[config.mk]
export PLATFORM = sky130hd
export DESIGN_NAME = d8_loader
export DESIGN_NICKNAME = d
export VERILOG_FILES = /design/src/rtl/d8_loader.sv
export SDC_FILE = /design/constraint.sdc
export NUM_CORES = 1
export LEC_CHECK = 0
export CAP_MARGIN = 10
export CORE_MARGIN = 3
export CORE_UTILIZATION = 35
export CTS_BUF_LIST = sky130_fd_sc_hd__clkbuf_4 sky130_fd_sc_hd__clkbuf_8
export CTS_CLUSTER_SIZE = 25
export DETAILED_ROUTE_END_ITERATION = 16
export GPL_ROUTABILITY_DRIVEN = 0
export PLACE_DENSITY = 0.59
export SYNTH_ARGS = -nofsm -noshare
export SYNTH_HDL_FRONTEND = slang
export SYNTH_SLANG_ARGS = --single-unit
[constraint.sdc]
create_clock -name sys_clk -period 3.45 [get_ports sys_clk]
set_clock_uncertainty 0.1 [all_clocks]
set_input_delay 0.5175 -clock sys_clk [delete_from_list [all_inputs] [get_ports sys_clk]]
set_output_delay 0.5175 -clock sys_clk [all_outputs]
set_load 0.05 [all_outputs]
[src/rtl/d8_loader.sv]
// d8_loader: UART program loader for the dumb8 core.
//
// Receives framed bytes on a UART line (8N1) and writes the payload into the
// instruction memory write port. The core is held in reset while a frame is
// being loaded and released only after a frame with a valid checksum.
//
// Frame: 0xA5, LEN, ADDR, LEN data bytes, SUM
//        valid iff (LEN + ADDR + data... + SUM) mod 256 == 0
//
// Parameters:
//   CLK_PER_BIT     sys_clk cycles per UART bit (minimum 4)
//   TIMEOUT_CYCLES  inter-byte gap limit inside a frame (timeout build only)
//
// Optional feature macro:
//   LOADER_TIMEOUT_EN  when defined, a frame that stalls for TIMEOUT_CYCLES
//                      between bytes is abandoned with err set.
//
// Ports:
//   sys_clk   in   system clock, rising edge
//   sys_rst   in   synchronous active-high reset
//   rx        in   UART receive line, idle high, asynchronous
//   mem_we    out  instruction memory write strobe, one cycle per data byte
//   mem_addr  out  instruction memory write address
//   mem_data  out  instruction memory write data
//   cpu_rst   out  core reset, active-high
//   done      out  one-cycle pulse when a frame is accepted
//   err       out  sticky flag: last frame failed (checksum/framing/timeout)

module d8_loader #(
    parameter int CLK_PER_BIT    = 16,
    parameter int TIMEOUT_CYCLES = 1000
) (
    input  logic       sys_clk,
    input  logic       sys_rst,
    input  logic       rx,
    output logic       mem_we,
    output logic [7:0] mem_addr,
    output logic [7:0] mem_data,
    output logic       cpu_rst,
    output logic       done,
    output logic       err
);

    localparam logic [15:0] BIT_LAST  = 16'(CLK_PER_BIT - 1);
    localparam logic [15:0] HALF_LAST = 16'(CLK_PER_BIT / 2 - 1);
    localparam logic [7:0]  HDR_BYTE  = 8'hA5;

    typedef enum logic [1:0] {
        RX_IDLE,
        RX_START,
        RX_DATA,
        RX_STOP
    } rx_state_t;

    typedef enum logic [2:0] {
        F_HDR,
        F_LEN,
        F_ADDR,
        F_DATA,
        F_SUM
    } frame_state_t;

    // UART receiver state
    logic        rx_meta, rx_s, rx_prev;
    rx_state_t   rx_state, rx_state_n;
    logic [15:0] cnt, cnt_n;
    logic [2:0]  bitidx, bitidx_n;
    logic [7:0]  shift, shift_n;
    logic        byte_valid, byte_valid_n;
    logic        frame_err, frame_err_n;

    // Frame parser state
    frame_state_t fstate, fstate_n;
    logic [7:0]   len, len_n;
    logic [7:0]   sum, sum_n;
    logic [7:0]   sum_plus;
    logic [7:0]   addr_n, data_n;
    logic         we_n, done_n, cpu_rst_n, err_n;

    // Two-stage synchronizer for the asynchronous rx line; rx_prev gives the
    // previous synchronized value so a falling edge can be seen in idle.
    always_ff @(posedge sys_clk) begin
        if (sys_rst) begin
            rx_meta <= 1'b1;
            rx_s    <= 1'b1;
            rx_prev <= 1'b1;
        end else begin
            rx_meta <= rx;
            rx_s    <= rx_meta;
            rx_prev <= rx_s;
        end
    end

    // Receiver registers. byte_valid and frame_err are single-cycle pulses;
    // shift holds the received byte until the next byte starts shifting in.
    always_ff @(posedge sys_clk) begin
        if (sys_rst) begin
            rx_state   <= RX_IDLE;
            cnt        <= '0;
            bitidx     <= '0;
            shift      <= '0;
            byte_valid <= 1'b0;
            frame_err  <= 1'b0;
        end else begin
            rx_state   <= rx_state_n;
            cnt        <= cnt_n;
            bitidx     <= bitidx_n;
            shift      <= shift_n;
            byte_valid <= byte_valid_n;
            frame_err  <= frame_err_n;
        end
    end

    // Receiver next state. The start bit is confirmed half a bit after the
    // falling edge; from then on every sample lands a full bit period later,
    // which is the middle of each data bit and of the stop bit.
    always_comb begin
        rx_state_n   = rx_state;
        cnt_n        = cnt;
        bitidx_n     = bitidx;
        shift_n      = shift;
        byte_valid_n = 1'b0;
        frame_err_n  = 1'b0;
        case (rx_state)
            RX_IDLE: begin
                if (rx_prev && !rx_s) begin
                    cnt_n      = '0;
                    rx_state_n = RX_START;
                end
            end
            RX_START: begin
                if (cnt == HALF_LAST) begin
                    cnt_n = '0;
                    if (rx_s) begin
                        rx_state_n = RX_IDLE;
                    end else begin
                        bitidx_n   = '0;
                        rx_state_n = RX_DATA;
                    end
                end else begin
                    cnt_n = cnt + 16'd1;
                end
            end
            RX_DATA: begin
                if (cnt == BIT_LAST) begin
                    cnt_n   = '0;
                    shift_n = {rx_s, shift[7:1]};
                    if (bitidx == 3'd7) begin
                        rx_state_n = RX_STOP;
                    end else begin
                        bitidx_n = bitidx + 3'd1;
                    end
                end else begin
                    cnt_n = cnt + 16'd1;
                end
            end
            RX_STOP: begin
                if (cnt == BIT_LAST) begin
                    cnt_n      = '0;
                    rx_state_n = RX_IDLE;
                    if (rx_s) begin
                        byte_valid_n = 1'b1;
                    end else begin
                        frame_err_n = 1'b1;
                    end
                end else begin
                    cnt_n = cnt + 16'd1;
                end
            end
            default: rx_state_n = RX_IDLE;
        endcase
    end

`ifdef LOADER_TIMEOUT_EN
    localparam logic [31:0] TO_LAST = 32'(TIMEOUT_CYCLES - 1);
    logic [31:0] tcnt, tcnt_n;
    logic        timeout_hit;

    // Gap counter: cleared in HDR and on every received byte, so it measures
    // the silence since the last byte of the frame in progress.
    always_ff @(posedge sys_clk) begin
        if (sys_rst) begin
            tcnt <= '0;
        end else begin
            tcnt <= tcnt_n;
        end
    end

    always_comb begin
        timeout_hit = 1'b0;
        if (fstate == F_HDR || byte_valid) begin
            tcnt_n = '0;
        end else if (tcnt == TO_LAST) begin
            tcnt_n      = '0;
            timeout_hit = 1'b1;
        end else begin
            tcnt_n = tcnt + 32'd1;
        end
    end
`else
    logic timeout_hit;
    assign timeout_hit = 1'b0;
`endif

    // Frame parser registers, including the registered memory write port
    // and the core reset / status outputs.
    always_ff @(posedge sys_clk) begin
        if (sys_rst) begin
            fstate   <= F_HDR;
            len      <= '0;
            sum      <= '0;
            mem_we   <= 1'b0;
            mem_addr <= '0;
            mem_data <= '0;
            cpu_rst  <= 1'b1;
            done     <= 1'b0;
            err      <= 1'b0;
        end else begin
            fstate   <= fstate_n;
            len      <= len_n;
            sum      <= sum_n;
            mem_we   <= we_n;
            mem_addr <= addr_n;
            mem_data <= data_n;
            cpu_rst  <= cpu_rst_n;
            done     <= done_n;
            err      <= err_n;
        end
    end

    // Frame parser next state. A framing error outside HDR aborts the frame
    // but leaves cpu_rst alone; 0xA5 is only special in HDR, so frames never
    // resynchronise mid-stream. Writes are not rolled back on a bad frame.
    always_comb begin
        fstate_n  = fstate;
        len_n     = len;
        sum_n     = sum;
        we_n      = 1'b0;
        addr_n    = mem_addr;
        data_n    = mem_data;
        cpu_rst_n = cpu_rst;
        done_n    = 1'b0;
        err_n     = err;
        sum_plus  = sum + shift;

        // The address advances the cycle after each write strobe, ready for
        // the next data byte; it wraps naturally at 8 bits.
        if (mem_we) begin
            addr_n = mem_addr + 8'd1;
        end

        if (frame_err && fstate != F_HDR) begin
            err_n    = 1'b1;
            fstate_n = F_HDR;
        end else if (byte_valid) begin
            case (fstate)
                F_HDR: begin
                    if (shift == HDR_BYTE) begin
                        cpu_rst_n = 1'b1;
                        err_n     = 1'b0;
                        sum_n     = '0;
                        fstate_n  = F_LEN;
                    end
                end
                F_LEN: begin
                    len_n    = shift;
                    sum_n    = sum_plus;
                    fstate_n = F_ADDR;
                end
                F_ADDR: begin
                    addr_n   = shift;
                    sum_n    = sum_plus;
                    fstate_n = (len == 8'd0) ? F_SUM : F_DATA;
                end
                F_DATA: begin
                    we_n   = 1'b1;
                    data_n = shift;
                    sum_n  = sum_plus;
                    len_n  = len - 8'd1;
                    if (len == 8'd1) begin
                        fstate_n = F_SUM;
                    end
                end
                F_SUM: begin
                    if (sum_plus == 8'd0) begin
                        done_n    = 1'b1;
                        cpu_rst_n = 1'b0;
                    end else begin
                        err_n = 1'b1;
                    end
                    fstate_n = F_HDR;
                end
                default: fstate_n = F_HDR;
            endcase
        end else if (timeout_hit) begin
            err_n    = 1'b1;
            fstate_n = F_HDR;
        end
    end

endmodule

=== Yosys cells after proc, flatten, opt, wreduce, memory -nomap -nowiden ===
Index checks and enable logic that the tools add are counted.

* Add/subtract/negate cells: 5
* Bitwise logic cells: 5
* Multipliers: 0
* Multiplexer cells: 39
* Shift-type cells: 0
* $lt $le $gt $ge: 0
* Reductions and logical operators: 29
* Div/mod/pow operators: 0
* Equality and inequality tests: 24

{| class="wikitable"
|+ Operators with widths
! operator !! number
|-
| $mux 16 || 3
|-
| $pmux 16 s3 || 1
|-
| $mux 8 || 5
|-
| $pmux 8 s2 || 2
|-
| $mux 3 || 7
|-
| $ne 2x2->1 const B || 10
|-
| $add 16x1->16 const B || 1
|-
| $eq 16x3->1 const B || 1
|-
| $eq 16x4->1 const B || 1
|-
| $logic_not 8->1 || 2
|-
| $reduce_and 5->1 || 3
|-
| $mux 2 || 6
|-
| $pmux 3 s4 || 1
|-
| $mux 1 || 10
|-
| $reduce_bool 2->1 || 5
|-
| $reduce_and 3->1 || 3
|-
| $reduce_or 3->1 || 3
|-
| $add 8x1->8 const B || 1
|-
| $add 8x8->8 || 1
|-
| $eq 8x1->1 const B || 1
|-
| $eq 8x8->1 const B || 1
|-
| $pmux 2 s4 || 1
|-
| $reduce_and 4->1 || 2
|-
| $sub 8x1->8 const B || 1
|-
| 18 further kinds || 30
|}

* Output and inout bits: 20
* Register bits after elaboration: 73
* Bits in read-only memories: 0
* Word-level logic and storage cells: 120
* Memories kept: 0
* RAM bits: 0
* Bits in latches: 0

=== Logic depth before layout (Yosys ltp) ===
* Depth in word-level cells: 6
* Depth in mapped cells: 8
* Depth with buffers taken out: 7

=== Worst setup path after synthesis ===
Ideal clock, no wire load.

* Path type: reg2reg
* Start point: register shift[0]
* End point: register done
* Path slack: 1.063 ns
* Stages on the path, launching flop included: 8
* Buffers on the path: 0
* Arrival: 2.225 ns
* Cell sequence: dfxtp_1 > ha_1 > fa_1 > a211oi_1 > o21ba_2 > o221ai_1 > nor4_1 > and4_1

* Cells in the longest elaborated chain, start to end: 3

{| class="wikitable"
|+ RTL lines
! what !! RTL line !! text
|-
| from (decl) || 68 || <nowiki>logic [7:0] shift, shift_n;</nowiki>
|-
| from (signal assigned) || 108 || <nowiki>shift <= shift_n;</nowiki>
|-
| $add 8x8->8 || 244 || <nowiki>sum_plus = sum + shift;</nowiki>
|-
| $logic_not 8->1 || 285 || <nowiki>if (sum_plus == 8'd0) begin</nowiki>
|-
| $mux 1 || 285 ||
|-
| to (signal assigned) || 226 || <nowiki>done <= done_n;</nowiki>
|-
| to (decl) || 40 || <nowiki>output logic done,</nowiki>
|}

Every way passes these cells.
A chain may end at the register's enable or synchronous reset.

=== Worst setup path in the final report ===
Same ends and word-level chain as after synthesis.

==> flow_summary.yaml <==
run_status:
  status: "complete, no violations"
route:
  routed_wl_um: 8810
  wire_per_inst_um: 14.6
  drcViolationCount: 0
  drtPass1Iterations: 4
  final_antenna_net_count: 0
  vias: 3311
  drtIter0Drc: 153
  viasPerCell: 5.49
logic_synthesis:
  syn_inst: 452
  ys_seq_elements: 73
  synth.area.top_cells: "dfxtp_1 38%, nor2_1 5.4%, a21oi_1 5.4%"
  synth_edf_count: 0
  avgSynthCellArea_sq_um: 8.43
  yosysUniqueCellTypes: 63
  ys.flop_type: "dfxtp_1"
  netlist.area_leader.share_pct: 38.3
  synth.cell_area_sq_um: 3810
  yosys.area.top_type: "dfxtp_1"
  syn-num-nets: 470
  ys_seq_area_share_pct: 38.3
  async_reset_ff_share_pct: 0
  ys_warn_count: 0
critical_path:
  worstPathCellList: "ha_1 -> fa_1 -> a211oi_1 -> o21ba_2 -> o221ai_1 -> nor4_1 -> and4_1"
  crit_path_top_delay_cell: "nor4_1"
  slowest_delay_ps: 530
  worstSetupPathType: "reg -> reg"
  required_ps: 3640
  cp.arrival_ps: 2960
  cp_max_fo: 6
  cp-start-kind: "flop"
  worstSetupEndpointType: "flop"
power:
  internal_power_uw: 1200
  seq_power_share_pct: 53.7
  p_switching_uw: 379
  swShare_pct: 24.0
  p_clk_share_pct: 43.5
  power_per_cell_area_nw_per_um2: 368
  power_frac_comb_pct: 2.7
  leakagePower_uw: 0.00146
  vdd_drop_max_mv: 0.245
final_layout:
  layout.cells.non_filler: 603
  nets: 480
  fillers: 1080
  area_growth_syn_to_layout_pct: 12.4
  drive_gt1_share_pct: 8.78
  num_antenna_cells: 0
  layout_commonest_cell: "dfxtp_1"
  layout_common_cells: "73 x dfxtp_1, 55 x nor2_1, 47 x nand2_1"
timing:
  hold_viol: 0
  rsz0062_at_grt: "no"
  setup_violations: 0
  setup_tns_ps: 0
  fmax_ghz: 0.361
  period_needed_ps: 2770
  fin_crit_sh_pct: 80.2
  maxSlewViolCount: 0
  max_slew_margin_pct: 38.9
  worst_pin_slew_ps: 909
die:
  die_h_um: 110
  die_area_sq_um: 12200
  io_pins: 23
  core_sq_um: 10500
  die_w_um: 110
  rows: 37
  initial_core_util_pct: 36.4
clock_network:
  cts.path.max_buffers: 2
  clkLatencyLatePin_ps: 350
  ctsResizeCount: 0
  clkSlewWorstSetupHoldPaths_ps: 80
  clock-root-buffer: "clkbuf_8"
  holdBufCountCts: 0
  cts_sinks: 73
  cts_buffers: 9
  postCtsSetupBuffers: 0
  htree_levels: 3
  cts_tree: "built"
job:
  cap_violations: 0
worst_hold_path:
  hold_path.class: "reg -> reg"
global_routing:
  grt_pass1_vias: 3062
  grt_max_degree: 43
  grt_pass1_wl_um: 15100
  antenna_found_initial: 0
  overflow: 0
  grt_usage_pct: 15.7
placement:
  io_buffers: 22
  dp_cells: 587
  dp_hpwl_um: 6120
==> area by class of cell <==
| cell class | instances | area (sq um) | area share, % |
|---|---|---|---|
| Timing Repair Buffer | 23 | 223 | 5.20 |
| Clock inverter | 7 | 78.8 | 1.84 |
| Multi-Input combinational cell | 346 | 2200 | 51.2 |
| Tap cell | 136 | 170 | 3.97 |
| Clock buffer | 9 | 124 | 2.89 |
| Inverter | 9 | 33.8 | 0.788 |
| Sequential cell | 73 | 1460 | 34.1 |
==> power by group through the flow <==
| stage | logic [uW] | registers (uW) | clock network (uW) |
|---|---|---|---|
| finish | 43.0 | 847 | 686 |
| global route | 48.8 | 848 | 750 |
| CTS | 43.5 | 847 | 711 |
| detailed placement | 43.4 | 867 | 0 |
| global placement | 42.9 | 867 | 0 |
| floorplan | 33.3 | 866 | 0 |
==> worst max-delay path, delay by kind of cell (launching register included) <==
kind                       cells  cell delay (ps)
AOI/OAI and AO/OA              3              770
adders and majority gates      2              670
DFF                            1              380
and+or+nand+nor                2              790
==> metal layers <==
layer  share of wire, %  wire, um  global-route usage (%)
met5                  0         0                       0
met4                2.0       176                    6.24
met3                2.7       238                    3.09
met2                 46      4030                    23.7
met1                 50      4360                    21.9
==> sequential cells by signal, indices dropped and copies added, names as in the netlist, 3 cells and up, named ones only <==
| name | cells |
|---|---|
| fstate | 3 |
| mem_addr | 8 |
| len | 8 |
| bitidx | 3 |
| cnt | 16 |
| shift | 8 |
| sum | 8 |
| mem_data | 8 |
==> kinds of logic after synthesis <==
logic type | after synthesis | share of synthesized area, %
AO/OA/AOI/OAI | 109 | 18.8
XOR/XNOR | 11 | 2.53
adder cells (fa/ha/maj) | 15 | 5.12
buffers and inverters | 33 | 4.07
flip-flops | 73 | 38.3
multiplexers | 14 | 3.71
AND/OR/NAND/NOR | 197 | 27.4
==> synthesized netlist by cell type, types with 7 or more instances <==
cell	n
a31oi_1	8
o21ai_0	15
inv_1	9
nor2_1	55
nand3_1	14
dfxtp_1	73
a21oi_1	41
nand4_1	10
ha_1	14
clkbuf_1	16
mux2i_1	13
nor3_1	11
and3_1	7
nand2_1	47
xor2_1	7
a211oi_1	9
nand2b_1	8
==> per-stage QoR <==
stage	instance area, sq um	total power, uW	worst slack, ps	hold WS, ps	util (%)
2_1_floorplan	3810	900	1060	289	-
3_3_place_gp	4080	910	832	299	39.0
3_5_place_dp	4080	910	752	304	39.0
4_1_cts	4290	1600	728	325	41.0
5_1_grt	4290	1650	504	333	41.0
6_report	4290	1580	683	318	41.0
==> path summary, 6_finish.rpt <==
kind,end,slack (ps),from,cells past startpoint
setup / recovery,done$_SDFF_PP0_,680,shift[0]$_SDFFE_PP0P_,7
setup reg to reg,done$_SDFF_PP0_,680,shift[0]$_SDFFE_PP0P_,7
hold reg to reg,rx_s$_SDFF_PP1_,320,rx_meta$_SDFF_PP1_,1
hold / removal,rx_s$_SDFF_PP1_,320,rx_meta$_SDFF_PP1_,1
Power figures use the tool's default switching activity.
